## src/rtl/fetch_ctrl_pkg.sv

```systemverilog
// Shared CPU fetch configuration: default widths, PC step and the fetch FSM encoding.
package fetch_ctrl_pkg;

   localparam int AddrWidth   = 32;
   localparam int InstWidth   = 32;
   localparam int PcIncrement = 4;

   typedef enum logic [1:0] {
      IDLE  = 2'd0,
      REQ   = 2'd1,
      WAIT  = 2'd2,
      DRAIN = 2'd3
   } fetch_state_e;

endpackage

```

## src/rtl/fetch_ctrl.sv

```systemverilog
// Instruction fetch controller: one outstanding ICache request, a single-entry
// output buffer toward decode, and redirect handling that drains stale responses.
module fetch_ctrl
   import fetch_ctrl_pkg::*;
#(
   parameter int              ADDR     = AddrWidth,
   parameter int              INST     = InstWidth,
   parameter logic [ADDR-1:0] RESET_PC = '0
) (
   input  logic            clk,
   input  logic            reset_,

   output logic            ic_req,
   output logic [ADDR-1:0] ic_addr,
   input  logic            ic_ready,
   input  logic            ic_valid,
   input  logic [INST-1:0] ic_inst,

   output logic            inst_valid,
   output logic [INST-1:0] inst,
   output logic [ADDR-1:0] inst_pc,
   input  logic            dec_stall,

   input  logic            redirect_valid,
   input  logic [ADDR-1:0] redirect_pc
);

   fetch_state_e    state_q, state_d;
   logic [ADDR-1:0] pc_q, pc_d;
   logic [ADDR-1:0] inst_pc_q;
   logic [INST-1:0] inst_q;
   logic            inst_valid_q, inst_valid_d;
   logic            req;
   logic            load;
   logic            consume;
   logic [ADDR-1:0] redirect_aligned;

   assign redirect_aligned = redirect_pc & ~ADDR'(3);
   assign consume          = inst_valid_q && !dec_stall;

   // A response is only accepted into the buffer from WAIT; DRAIN swallows the
   // reply to a request that a redirect made stale.
   always_comb begin
      state_d = state_q;
      req     = 1'b0;
      load    = 1'b0;
      case (state_q)
         IDLE: begin
            state_d = REQ;
         end
         REQ: begin
            req = !(inst_valid_q && dec_stall);
            if (req && ic_ready) begin
               state_d = redirect_valid ? DRAIN : WAIT;
            end
         end
         WAIT: begin
            if (ic_valid) begin
               state_d = REQ;
               load    = !redirect_valid;
            end else if (redirect_valid) begin
               state_d = DRAIN;
            end
         end
         DRAIN: begin
            if (ic_valid) begin
               state_d = REQ;
            end
         end
         default: begin
            state_d = IDLE;
         end
      endcase
   end

   always_comb begin
      pc_d = pc_q;
      if (redirect_valid) begin
         pc_d = redirect_aligned;
      end else if (load) begin
         pc_d = pc_q + ADDR'(PcIncrement);
      end
   end

   always_comb begin
      inst_valid_d = inst_valid_q;
      if (redirect_valid) begin
         inst_valid_d = 1'b0;
      end else if (load) begin
         inst_valid_d = 1'b1;
      end else if (consume) begin
         inst_valid_d = 1'b0;
      end
   end

   always_ff @(posedge clk or negedge reset_) begin
      if (!reset_) begin
         state_q      <= IDLE;
         pc_q         <= RESET_PC;
         inst_valid_q <= 1'b0;
         inst_q       <= '0;
         inst_pc_q    <= '0;
      end else begin
         state_q      <= state_d;
         pc_q         <= pc_d;
         inst_valid_q <= inst_valid_d;
         if (load) begin
            inst_q    <= ic_inst;
            inst_pc_q <= pc_q;
         end
      end
   end

   assign ic_req     = req;
   assign ic_addr    = pc_q;
   assign inst_valid = inst_valid_q;
   assign inst       = inst_q;
   assign inst_pc    = inst_pc_q;

endmodule

```

## config.mk

```make
export PLATFORM = sky130hd
export DESIGN_NAME = fetch_ctrl
export DESIGN_NICKNAME = d
export VERILOG_FILES = /design/src/rtl/fetch_ctrl_pkg.sv /design/src/rtl/fetch_ctrl.sv
export SDC_FILE = /design/constraint.sdc
export NUM_CORES = 1
export LEC_CHECK = 0
export CAP_MARGIN = 15
export CORE_UTILIZATION = 47
export CTS_CLUSTER_DIAMETER = 200
export CTS_CLUSTER_SIZE = 10
export DETAILED_ROUTE_END_ITERATION = 8
export PLACE_DENSITY = 0.84
export SLEW_MARGIN = 5
export SYNTH_ARGS = -nofsm -noshare
export SYNTH_HDL_FRONTEND = slang
export SYNTH_SLANG_ARGS = --single-unit
```

## constraint.sdc

```tcl
create_clock -name clk -period 2.9 [get_ports clk]
set_input_delay 0.58 -clock clk [delete_from_list [all_inputs] [get_ports clk]]
set_output_delay 0.58 -clock clk [all_outputs]
set_load 0.005 [all_outputs]
```

# == After elaboration in Yosys (flattened, before gate mapping) ==
# Index checks and enable logic that the tools add are counted.
# word_totals
ff_bits,99
input_bits,70
out_inout_bits,98
wordCells,36
# op_classes
n_addsub,1
eq_ne,6
muxes,14
reduce_logical,10
# op_table
op,n
32-bit two-way mux,2
"32-bit by 3-bit adder with 32-bit output, second input constant",1
2-bit two-way mux,4
2-bit one-hot mux with 4 select lines,1
1-bit two-way mux,7
"2-bit equality test, second input constant",2
"2-bit != test, second input constant",2
1-bit logical AND,3
1-bit zero test,3
"3-bit != test, second input constant",1
3-bit AND reduction,1
3-bit nonzero test,1
"2-bit by 1-bit equality test with 1-bit output, second input constant",1
2-bit zero test,1
2-bit nonzero test,1

# == Depth between registers and ports, before layout ==
# Gate-level depths: netlist of run 1.
# depth
word_depth,5
ltp_mapped,8
ltp_nobuf,7

# == Worst setup path before layout of run 1 ==
# No wires, ideal clock.
# synth_path
path_type,input port to flip-flop
from,input port redirect_valid
to,"register inst_q[0], in the netlist inst[0]"
setup_ps,125
arrival_time_ps,1498
t_required_ps,2775
setup_slack_ps,1277
path_stages,5
n_path_buf,2
cell_sequence,buf_2 nor2b_1 nand2_1 buf_2 mux2_2
# synth_via
elab_chain_len,3
# synth_rtl
item,line_no,text
start: declaration,fetch_ctrl.sv:24,"input logic redirect_valid,"
1-bit zero test,fetch_ctrl.sv:60,load = !redirect_valid;
1-bit two-way mux,fetch_ctrl.sv:58,if (ic_valid) begin
1-bit two-way mux,fetch_ctrl.sv:47,case (state_q)
end signal: assignment,fetch_ctrl.sv:108,inst_q <= ic_inst;
end: declaration,fetch_ctrl.sv:31,logic [INST-1:0] inst_q;
# No other way between the ends.
# A chain may end at the register's enable or synchronous reset.

# == Final worst setup path of run 1 ==
# layout_path
from,input port dec_stall
to,output port ic_req
# layout_via
elab_chain_len,3
# layout_rtl
item,line_no,text
start: declaration,fetch_ctrl.sv:22,"input logic dec_stall,"
1-bit logical AND,fetch_ctrl.sv:52,req = !(inst_valid_q && dec_stall);
1-bit zero test,fetch_ctrl.sv:52,
1-bit two-way mux,fetch_ctrl.sv:47,
end: declaration,fetch_ctrl.sv:13,"output logic ic_req,"
# No other way between the ends.

==> reports/metrics.yaml, run 1 <==
clocking:
  clk_latency_ns: 0.36
  clkTransAtPathRegs_ns: 0.09
  cts_tree: "yes"
  cts-root-buf: "clkbuf_8"
  postCtsHoldBufs: 0
  cts.sinks: 95
  htreeDepth: 3
  clk_path_buf_depth: 2
  post-cts-setup-buffer-count: 0
  cts_resized: 0
  cts_buffers: 9
final_layout:
  drive_gt1_share_pct: 18.27
  fin_util_pct: 70.20
  fin_area_sq_um: 6182
  final_cells: 628
  num_antenna_cells: 0
  area_delta_synth_final_pct: 43.72
  nets: 590
synthesis:
  synth-main-ff-cell: "dfrtp_1"
  synth_common_cells: "95 x dfrtp_1, 63 x mux2_2, 53 x nand2_1"
  synth_top_area_share_pct: 55.26
  synth_most_common_cell: "dfrtp_1"
  synth_compound_area_share_pct: 4.974
  synth.mux.area_fraction_pct: 16.96
  synth_fa_ha_area_share_pct: 1.163
  synth.area.top_cells: "dfrtp_1 55%, mux2_2 16%, xor2_1 4.7%"
  ys_types: 33
  synth_top_family_by_area: "multiplexers"
  syn-instance-count: 357
  synth-warning-count: 0
  yosys_register_bits: 95
  netlist_area_sq_um: 4302
  synth-simple-area-share_pct: 13.00
  synth-seq-area-share_pct: 55.26
  async_reset_ff_share_pct: 100.0
  synth-edff-count: 0
  yosys.area.top_type: "dfrtp_1"
  synth.avg_cell_area_sq_um: 12.05
  synth_xor_area_share_pct: 5.701
grt:
  busiest_layer: "met2"
  gr-usage-met2_pct: 36.17
  antenna_found_initial: 0
  use_met3_pct: 3.957
  grt-ovfl-total: 0
  grt_max_degree: 63
  grt_use_total_pct: 22.19
  met1_usage_pct: 29.80
  grt_pass1_wl_um: 16720
  first_global_vias: 3329
placement:
  pre_cts_slack_ns: 0.5266
  routabilityCongestion: 0.7849
  portBuffers: 161
  dp_hpwl_um: 7517
  dpl_cell_area_sq_um: 6015
  dp_cells: 613
timing:
  rsz0062_at_grt: "false"
  tns_ns: 0
  max_freq_ghz: 0.4363
  worst_slew_pin_slew_ns: 0.6800
  final_hold_viol_count: 0
  finalSetupViolCount: 0
  fin_crit_sh_pct: 79.03
  whs_ns: 0.2618
  slew_violations: 0
  timing.final.ws_setup_ns: 0.6081
  min_period_ns: 2.292
  slew-limit-headroom_pct: 54.66
  skew_ns: 0.007519
worst_setup_path:
  rrSetupSlack_ns: 0.89
  reg2reg_from: "state_q[0]$_DFFE_PN0P_"
  startpoint: "dec_stall"
  critPathArrivalTime_ns: 1.71
  reg2reg_to: "inst_pc[10]$_DFFE_PN0P_"
  crit_type: "in -> out"
  start_kind: "input port"
  crit_path_end: "ic_req"
  cp.required_ns: 2.32
  worst_setup_path_end_kind: "output pin"
  crit_path_max_fanout: 3
  worstRegToRegCells: 6
route:
  drt_iter0_markers: 170
  finalWirelength_um: 10250
  wire_per_inst_um: 16.31
  antenna_left: 0
  num_vias: 3243
  viasPerCell: 5.164
  drtPass1Iterations: 7
  route.detailed.drc: 34
power:
  p_leak_nw: 2.661
  p_switching_mw: 1.330
  finalPower_mw: 4.737
  ir_drop_v: 0.0003614
  switching_share_pct: 28.07
  p_comb_share_pct: 39.1
  powerDensity_nw_per_um2: 766.2
  p_seq_share_pct: 44.4
  cellInternalPower_mw: 3.407
  clkPwrFrac_pct: 16.5
die:
  die_h_um: 97.67
  coreArea_sq_um: 8806
  dieArea_sq_um: 9539
  ioPinCount: 168
  rows: 34
  start_util_pct: 48.85
  die_x_um: 97.67
outcome:
  violations: "DRC"
  run_status: "finished with violations"
flow_run:
  maxCapViolCount: 0
min_path:
  hp-class: "in -> async"
-- area by class of cell --
| type | count | area [sq um] |
|---|---|---|
| multi-input cells | 240 | 1821 |
| flip-flops and latches | 95 | 2377 |
| fillers | 662 | 2624 |
| well taps | 108 | 135.1 |
| clock inverters | 6 | 43.79 |
| repair buffers | 166 | 1667 |
| inverters | 4 | 15.01 |
| clock buffers | 9 | 123.9 |
-- logic make-up (layout without fill, tap and decap cells) --
| group | after synthesis | in the layout |
|---|---|---|
| other | 1 | 4 |
| XOR/XNOR | 28 | 28 |
| multiplexers | 65 | 65 |
| flip-flops | 95 | 95 |
| adder cells (fa/ha/maj) | 4 | 4 |
| AND/OR/NAND/NOR | 102 | 102 |
| buffers and inverters | 25 | 185 |
| AO/OA/AOI/OAI | 37 | 37 |
-- per-layer routing --
layer  up-vias  part of all wire, %
met3        18                  6.7
met2       125                   48
li1       1555                    -
met5         -                    0
met4         0                  2.0
met1      1545                   43
-- power groups by stage --
stage / Combinational (mW) / Sequential (mW) / Clock, mW
finish: 1.85 / 2.10 / 0.780
global route: 1.98 / 2.18 / 0.859
CTS: 1.88 / 2.11 / 0.808
detailed placement: 1.87 / 2.13 / 0
global placement: 1.81 / 2.09 / 0
floorplan: 0.624 / 2.13 / 0
-- cell usage in the layout (no fill, tap or decap), types with 3 or more instances in the layout --
master and n:
conb_1 4, xnor2_1 5, nor2_1 5, a21oi_1 4, nand3_1 5, and3_1 7, clkbuf_8 9, xor2_1 23
nand4_1 13, ha_1 4, mux2_2 63, o21ai_0 17, o221ai_1 6, o21ai_1 8, dfrtp_1 95, nand2_1 52
and4_1 3, buf_4 4, inv_1 4, clkdlybuf4s50_1 159
-- state kept, by name (all words and copies together), names as in the netlist --
| name | cells |
|---|---|
| inst_pc | 30 |
| inst | 32 |
| ic_addr | 30 |
| state_q | 2 |
| inst_valid | 1 |
-- worst max-delay path, stage by stage --
cell and delay, ns:
clkdlybuf4s50_1 0.45, nand2_1 0.07, and2_1 0.16, clkdlybuf4s50_1 0.45
-- how the worst min path moves through the flow --
| stage | slack, ns | to | cells after the start | start |
|---|---|---|---|---|
| 2_1_floorplan | 0.28 | ic_addr[10]$_DFFE_PN0P_ | 0 | reset_ |
| 3_3_place_gp | 0.49 | inst[11]$_DFFE_PN0P_ | 1 | inst[11]$_DFFE_PN0P_ |
| 3_5_place_dp | 0.49 | inst[27]$_DFFE_PN0P_ | 1 | inst[27]$_DFFE_PN0P_ |
| 4_1_cts | 0.28 | inst[2]$_DFFE_PN0P_ | 1 | reset_ |
| 5_1_grt | 0.30 | inst[0]$_DFFE_PN0P_ | 1 | reset_ |
| 6_report | 0.26 | inst[3]$_DFFE_PN0P_ | 1 | reset_ |
Note: power is estimated with default switching activity, not from simulation.
==> run 2: changes to the inputs <==
--- a/config.mk
+++ b/config.mk
@@ -6,11 +6,11 @@
 export NUM_CORES = 1
 export LEC_CHECK = 0
 export CAP_MARGIN = 15
-export CORE_UTILIZATION = 47
+export CORE_UTILIZATION = 40
 export CTS_CLUSTER_DIAMETER = 200
 export CTS_CLUSTER_SIZE = 10
 export DETAILED_ROUTE_END_ITERATION = 8
-export PLACE_DENSITY = 0.84
+export PLACE_DENSITY = 0.76
 export SLEW_MARGIN = 5
 export SYNTH_ARGS = -nofsm -noshare
 export SYNTH_HDL_FRONTEND = slang
==> constraint.sdc (replaced) <==
create_clock -name clk -period 2 [get_ports clk]
set_input_delay 0.4 -clock clk [delete_from_list [all_inputs] [get_ports clk]]
set_output_delay 0.4 -clock clk [all_outputs]
set_load 0.005 [all_outputs]
==> run 2 against run 1 <==
- the flow now finishes without violations
- clock power up 67%
- global-route usage down 2.2 points
- via count up 5.1%
- worst hold slack better by 0.22 ns
- combinational power up 49%
- sequential share of layout area down 1.4 points
- worst setup slack worse by 0.44 ns
- power up 50%
- sequential cell count unchanged
- largest power group unchanged
- highest routed layer unchanged
==> reports/metrics.yaml, run 2 (synthesis gave the netlist of run 1 again) <==
final_layout:
  num_antenna_cells: 0  # unchanged
  multi_input_area_sq_um: 1839  # +1.0%
  area_delta_synth_final_pct: 49.13
  final_cell_mix: "158 x clkdlybuf4s50_1, 95 x dfrtp_1, 63 x mux2_2, 52 x nand2_1, 23 x xor2_1"
  drive_gt1_share_pct: 20.56  # +2.3 points
  seq_area_sq_um: 2377  # unchanged
  nets: 604  # +2.4%
  largest_reg_flops: 32  # unchanged
  fin_area_sq_um: 6415  # +3.8%
  layout_commonest_cell: "clkdlybuf4s50_1"
  num-fill-cells: 816  # +23%
timing:
  slew_violations: 0  # unchanged
  final_hold_viol_count: 0  # unchanged
  slew-limit-headroom_pct: 63.10  # +8.4 points
  rsz0062_at_grt: "false"
  whs_ns: 0.4772  # +0.2153 ns
  fin_crit_sh_pct: 91.46
  finalSetupViolCount: 0  # unchanged
  skew_ns: 0.01266  # +0.005138 ns
  worst_slew_pin_slew_ns: 0.5535  # -0.1265 ns
  min_period_ns: 1.829
  max_freq_ghz: 0.5467
route:
  drtPass1Iterations: 4  # -3
  viasPerCell: 5.082  # -1.6%
  num_vias: 3410  # +5.1%
  drt_iter0_markers: 184  # +8.2%
  finalWirelength_um: 10810  # +5.5%
  wire_per_inst_um: 16.10  # -1.3%
  route.detailed.drc: 0  # -100%
  antenna_left: 0  # unchanged
die:
  dieArea_sq_um: 11170  # +17%
  ioPinCount: 168  # unchanged
  coreArea_sq_um: 10370  # +18%
  start_util_pct: 41.48  # -7.4 points
  die_x_um: 105.7  # +8.2%
  rows: 37  # +8.8%
  die_h_um: 105.7  # +8.2%
placement:
  routabilityCongestion: 0.7667  # -2.3%
  dpl_cell_area_sq_um: 6157  # +2.4%
  dp_hpwl_um: 8060  # +7.2%
  portBuffers: 161  # unchanged
clocking:
  clkTransAtPathRegs_ns: 0.10  # about the same
  cts_tree: "yes"
  cts-root-buf: "clkbuf_8"
  clk_latency_ns: 0.37  # about the same
  clk_path_buf_depth: 2  # unchanged
  htreeDepth: 3  # unchanged
  cts_buffers: 9  # unchanged
  cts.sinks: 95  # unchanged
min_path:
  hp-class: "in -> async"
grt:
  grt_pass1_wl_um: 17200  # +2.9%
  antenna_found_initial: 0  # unchanged
  grt-ovfl-total: 0  # unchanged
  grt_max_degree: 63  # unchanged
  first_global_vias: 3411  # +2.5%
  grt_use_total_pct: 19.94  # -2.2 points
worst_setup_path:
  crit_type: "reg -> reg"
  start_kind: "register"
  worst_setup_path_end_kind: "register"
  cp.required_ns: 2.25  # -0.07 ns
  critPathArrivalTime_ns: 2.08  # +0.37 ns
  crit_path_max_fanout: 27  # +24
outcome:
  run_status: "finished clean"
power:
  p_leak_nw: 2.777  # +4.4%
  ir_drop_v: 0.0005481  # +52%
  powerDensity_nw_per_um2: 1108  # +45%
flow_run:
  maxCapViolCount: 0  # unchanged
-- run 2: worst paths after layout --
kind	from	endpoint	slack (ns)	cells past startpoint
max in group asynchronous	reset_	inst_pc[17]$_DFFE_PN0P_	0.92	3
worst min register to register	inst_pc[22]$_DFFE_PN0P_	inst_pc[22]$_DFFE_PN0P_	0.51	1
worst max register to register	state_q[0]$_DFFE_PN0P_	inst[1]$_DFFE_PN0P_	0.17	6
min in group clk	inst_pc[22]$_DFFE_PN0P_	inst_pc[22]$_DFFE_PN0P_	0.51	1
worst min-delay path	reset_	inst_pc[12]$_DFFE_PN0P_	0.48	2
worst max-delay path	state_q[0]$_DFFE_PN0P_	inst[1]$_DFFE_PN0P_	0.17	6
-- run 2: report_power, final --
group / total [mW] / leakage, nW / internal [mW] / switching (mW)
registers: 3.05 / 1.18 / 2.61 / 0.434
clock network: 1.30 / 0.105 / 0.594 / 0.709
logic: 2.75 / 1.49 / 1.92 / 0.839
-- run 2: area by class of cell --
class                      count  area share, %
clock buffer                   9          1.931
timing repair buffer         180          28.22
tap                          136          2.653
clock inverter                 7          1.229
multi-input combinational    240          28.67
sequential                    95          37.06
inverter                       4         0.2341
-- run 2: worst max-delay path, cell delays in order, from the launching register on --
cell and delay (ns):
dfrtp_1 0.44, inv_1 0.10, ha_1 0.23, nor2b_1 0.27
nand2_4 0.17, buf_12 0.21, mux2_2 0.28
-- run 2: per-stage QoR --
| step | setup slack [ns] | total power, mW | utilization, % | instances | setup TNS (ns) |
|---|---|---|---|---|---|
| 5_1_grt | 0.02132 | 7.519 | 61.86 | 671 | 0 |
| 3_3_place_gp | 0.01637 | 5.708 | 59.38 | 652 | 0 |
| 6_report | 0.1708 | 7.105 | 61.86 | 671 | 0 |
| 4_1_cts | 0.07364 | 7.195 | 61.61 | 670 | 0 |
| 3_5_place_dp | -0.02238 | 5.854 | 59.38 | 652 | -0.05396 |
| 2_1_floorplan | 0.3934 | 3.993 | - | 360 | 0 |
-- run 2: repair_timing --
action | in CTS | in global routing
buffers inserted | 1 | 1
hold endpoints to repair | 22 | 0
gates cloned | 0 | 0
resized for setup | 3 | 1
setup endpoints to repair | 1 | 6
pin swaps | 0 | 1
hold buffers | 1 | 0
-- run 2: layer usage --
metal  global-route usage (%)  wire [um]  up-vias
met5                        0          0        -
met4                    7.738        215        0
met3                    4.886        774       17
met2                    34.08       5333      131
met1                    24.20       4482     1668
li1                         -          -     1594
==> run 3: changes to the inputs <==
--- a/config.mk
+++ b/config.mk
@@ -6,12 +6,14 @@
 export NUM_CORES = 1
 export LEC_CHECK = 0
 export CAP_MARGIN = 15
+export CORE_MARGIN = 2
 export CORE_UTILIZATION = 40
 export CTS_CLUSTER_DIAMETER = 200
 export CTS_CLUSTER_SIZE = 10
 export DETAILED_ROUTE_END_ITERATION = 8
-export PLACE_DENSITY = 0.76
+export PLACE_DENSITY = 0.84
 export SLEW_MARGIN = 5
 export SYNTH_ARGS = -nofsm -noshare
 export SYNTH_HDL_FRONTEND = slang
 export SYNTH_SLANG_ARGS = --single-unit
+export TNS_END_PERCENT = 5
==> run 3 against run 2 <==
- via count down 2.6%
- first-iteration DRC count increased by 13%
- die area up 3.8%
- count of clock-buffer cells in the layout rose by 1
- sequential share of layout area rose by 0.14 points
- register-to-register slack got worse by 0.04 ns
- clock power down 4%
- maximum frequency down 2.1%
- cell count decreased by 0.30%
- power fell by 0.82%
- sequential power about the same
- worst setup slack got worse by 0.039 ns
- critical path type unchanged
- largest cell class unchanged
- largest power group unchanged
==> reports/metrics.yaml, run 3 (synthesis gave the netlist of run 1 again) <==
outcome:
  run_status: "finished clean"
timing:
  tns_ns: 0  # unchanged
  skew_ns: 0.01349  # +0.0008327 ns
  max_freq_ghz: 0.5353  # -2.1%
  final_hold_viol_count: 0  # unchanged
  rsz0062_at_grt: "false"
  worst_slew_pin_slew_ns: 0.5518  # -0.001711 ns
  slew_violations: 0  # unchanged
  fin_crit_sh_pct: 93.40  # +1.9 points
  slew-limit-headroom_pct: 63.21  # +0.11 points
  min_period_ns: 1.868  # +0.03878 ns
  finalSetupViolCount: 0  # unchanged
final_layout:
  final_cell_mix: "158 x clkdlybuf4s50_1, 95 x dfrtp_1, 63 x mux2_2, 51 x nand2_1, 23 x xor2_1"
  fin_area_sq_um: 6391  # -0.37%
  drive_gt1_share_pct: 20.45  # -0.11 points
  nets: 603  # -0.17%
  largest_reg_flops: 32  # unchanged
  area_delta_synth_final_pct: 48.57
  num_antenna_cells: 0  # unchanged
  final_cells: 669  # -0.30%
  num-fill-cells: 835  # +2.3%
  layout_commonest_cell: "clkdlybuf4s50_1"
power:
  finalPower_mw: 7.046  # -0.82%
  powerDensity_nw_per_um2: 1102  # -0.45%
  ir_drop_v: 0.0006975  # +27%
  p_leak_nw: 2.754  # -0.83%
route:
  num_vias: 3323  # -2.6%
  antenna_left: 0  # unchanged
  wire_per_inst_um: 16.12  # about the same
  finalWirelength_um: 10780  # -0.22%
  route.detailed.drc: 0  # unchanged
  drtPass1Iterations: 4  # unchanged
  drt_iter0_markers: 207  # +13%
  viasPerCell: 4.967  # -2.3%
clocking:
  cts-root-buf: "clkbuf_8"
  cts_tree: "yes"
  clk_path_buf_depth: 2  # unchanged
  cts_buffers: 9  # unchanged
  htreeDepth: 3  # unchanged
  cts.sinks: 95  # unchanged
  clkTransAtPathRegs_ns: 0.09  # about the same
  clk_latency_ns: 0.36  # about the same
worst_setup_path:
  rrSetupSlack_ns: 0.13  # -0.04 ns
  start_kind: "register"
  critical_path.max_stage_delay_ns: 0.44  # about the same
  crit_path_max_fanout: 27  # unchanged
  startpoint: "state_q[0]$_DFFE_PN0P_"
  slowest_stage: "dfrtp_1"
  cp.required_ns: 2.24  # about the same
  critPathArrivalTime_ns: 2.11  # +0.03 ns
  crit_path_end: "inst[13]$_DFFE_PN0P_"
  worstRegToRegCells: 6  # unchanged
  crit_chain: "inv_1 -> ha_1 -> nor2b_1 -> nand2_4 -> buf_12 -> mux2_2"
  crit_type: "reg -> reg"
  reg2reg_from: "state_q[0]$_DFFE_PN0P_"
  reg2reg_to: "inst[13]$_DFFE_PN0P_"
  worst_setup_path_end_kind: "register"
placement:
  dp_hpwl_um: 8072  # +0.15%
  routabilityCongestion: 0.7621  # -0.60%
  dpl_cell_area_sq_um: 6170  # +0.20%
  dp_cells: 652  # unchanged
  portBuffers: 161  # unchanged
grt:
  grt_pass1_wl_um: 17630  # +2.5%
  grt-ovfl-total: 0  # unchanged
  first_global_vias: 3575  # +4.8%
  grt_max_degree: 63  # unchanged
  grt_use_total_pct: 19.43  # -0.52 points
  antenna_found_initial: 0  # unchanged
die:
  rows: 37  # unchanged
  ioPinCount: 168  # unchanged
  dieArea_sq_um: 11600  # +3.8%
  coreArea_sq_um: 10370  # unchanged
  die_x_um: 107.7  # +1.9%
  die_h_um: 107.7  # +1.9%
  start_util_pct: 41.48  # unchanged
min_path:
  hp-class: "reg -> reg"
  holdPathStages: 1
flow_run:
  maxCapViolCount: 0  # unchanged
-- run 3: cell count changes in the layout (fill, tap and decap cells not counted), sizes merged --
cell and change:
dlymetal6s2s +1, clkinv -2, clkbuf +1, dlygate4sd2 -1
inv -2, clkinvlp +2, buf -1
-- run 3: where the power goes --
part / switching [mW] / internal (mW) / total [mW]
combinational: 0.847 / 1.93 / 2.77
clock: 0.671 / 0.574 / 1.25
sequential: 0.415 / 2.61 / 3.03
total: 1.93 / 5.11 / 7.05
-- run 3: layout make-up --
cell class,count,area [sq um],area share [%]
clock buffers,10,127.6,1.997
flip-flops and latches,95,2377,37.20
clock inverters,5,58.81,0.9201
well taps,136,170.2,2.662
multi-input cells,240,1836,28.72
repair buffers,179,1807,28.27
inverters,4,15.01,0.2349
-- run 3: how the worst min path moves through the flow --
stage                                      start                      end
final                     inst_pc[6]$_DFFE_PN0P_   inst_pc[6]$_DFFE_PN0P_
after global routing      inst_pc[6]$_DFFE_PN0P_   inst_pc[6]$_DFFE_PN0P_
after CTS                 inst_pc[6]$_DFFE_PN0P_   inst_pc[6]$_DFFE_PN0P_
after detailed placement                  reset_  inst_pc[10]$_DFFE_PN0P_
after global placement                    reset_  inst_pc[10]$_DFFE_PN0P_
after floorplan                           reset_  ic_addr[10]$_DFFE_PN0P_
-- run 3: through the flow --
| step | setup WS [ns] | hold WS (ns) | utilization (%) |
|---|---|---|---|
| floorplan | 0.3934 | 0.1044 | - |
| global placement | 0.01209 | 0.3995 | 59.50 |
| detailed placement | -0.04557 | 0.3999 | 59.50 |
| CTS | 0.006637 | 0.5119 | 61.58 |
| global route | 0.009560 | 0.5297 | 61.63 |
| finish | 0.1320 | 0.5075 | 61.63 |
-- run 3: critical path, delay by kind of cell, from the launching register on --
kind / cells / cell delay [ns]
flops: 1 / 0.44
mux: 1 / 0.28
buf+inv: 2 / 0.31
fa+ha+maj: 1 / 0.24
simple gates: 2 / 0.47
-- run 3: repair_timing --
item	in CTS	in global routing
pin swaps	0	1
hold buffers	1	0
resized for setup	3	2
endpoints found under the hold margin	8	0
buffers inserted	1	0
setup endpoints to repair	1	3
-- run 3: layer usage --
layer	vias up	wire, um	track usage (%)
met5	-	0	0
met4	0	130	6.868
li1	1584	-	-
met1	1618	4484	24.02
met2	111	5422	32.88
met3	10	745	4.964
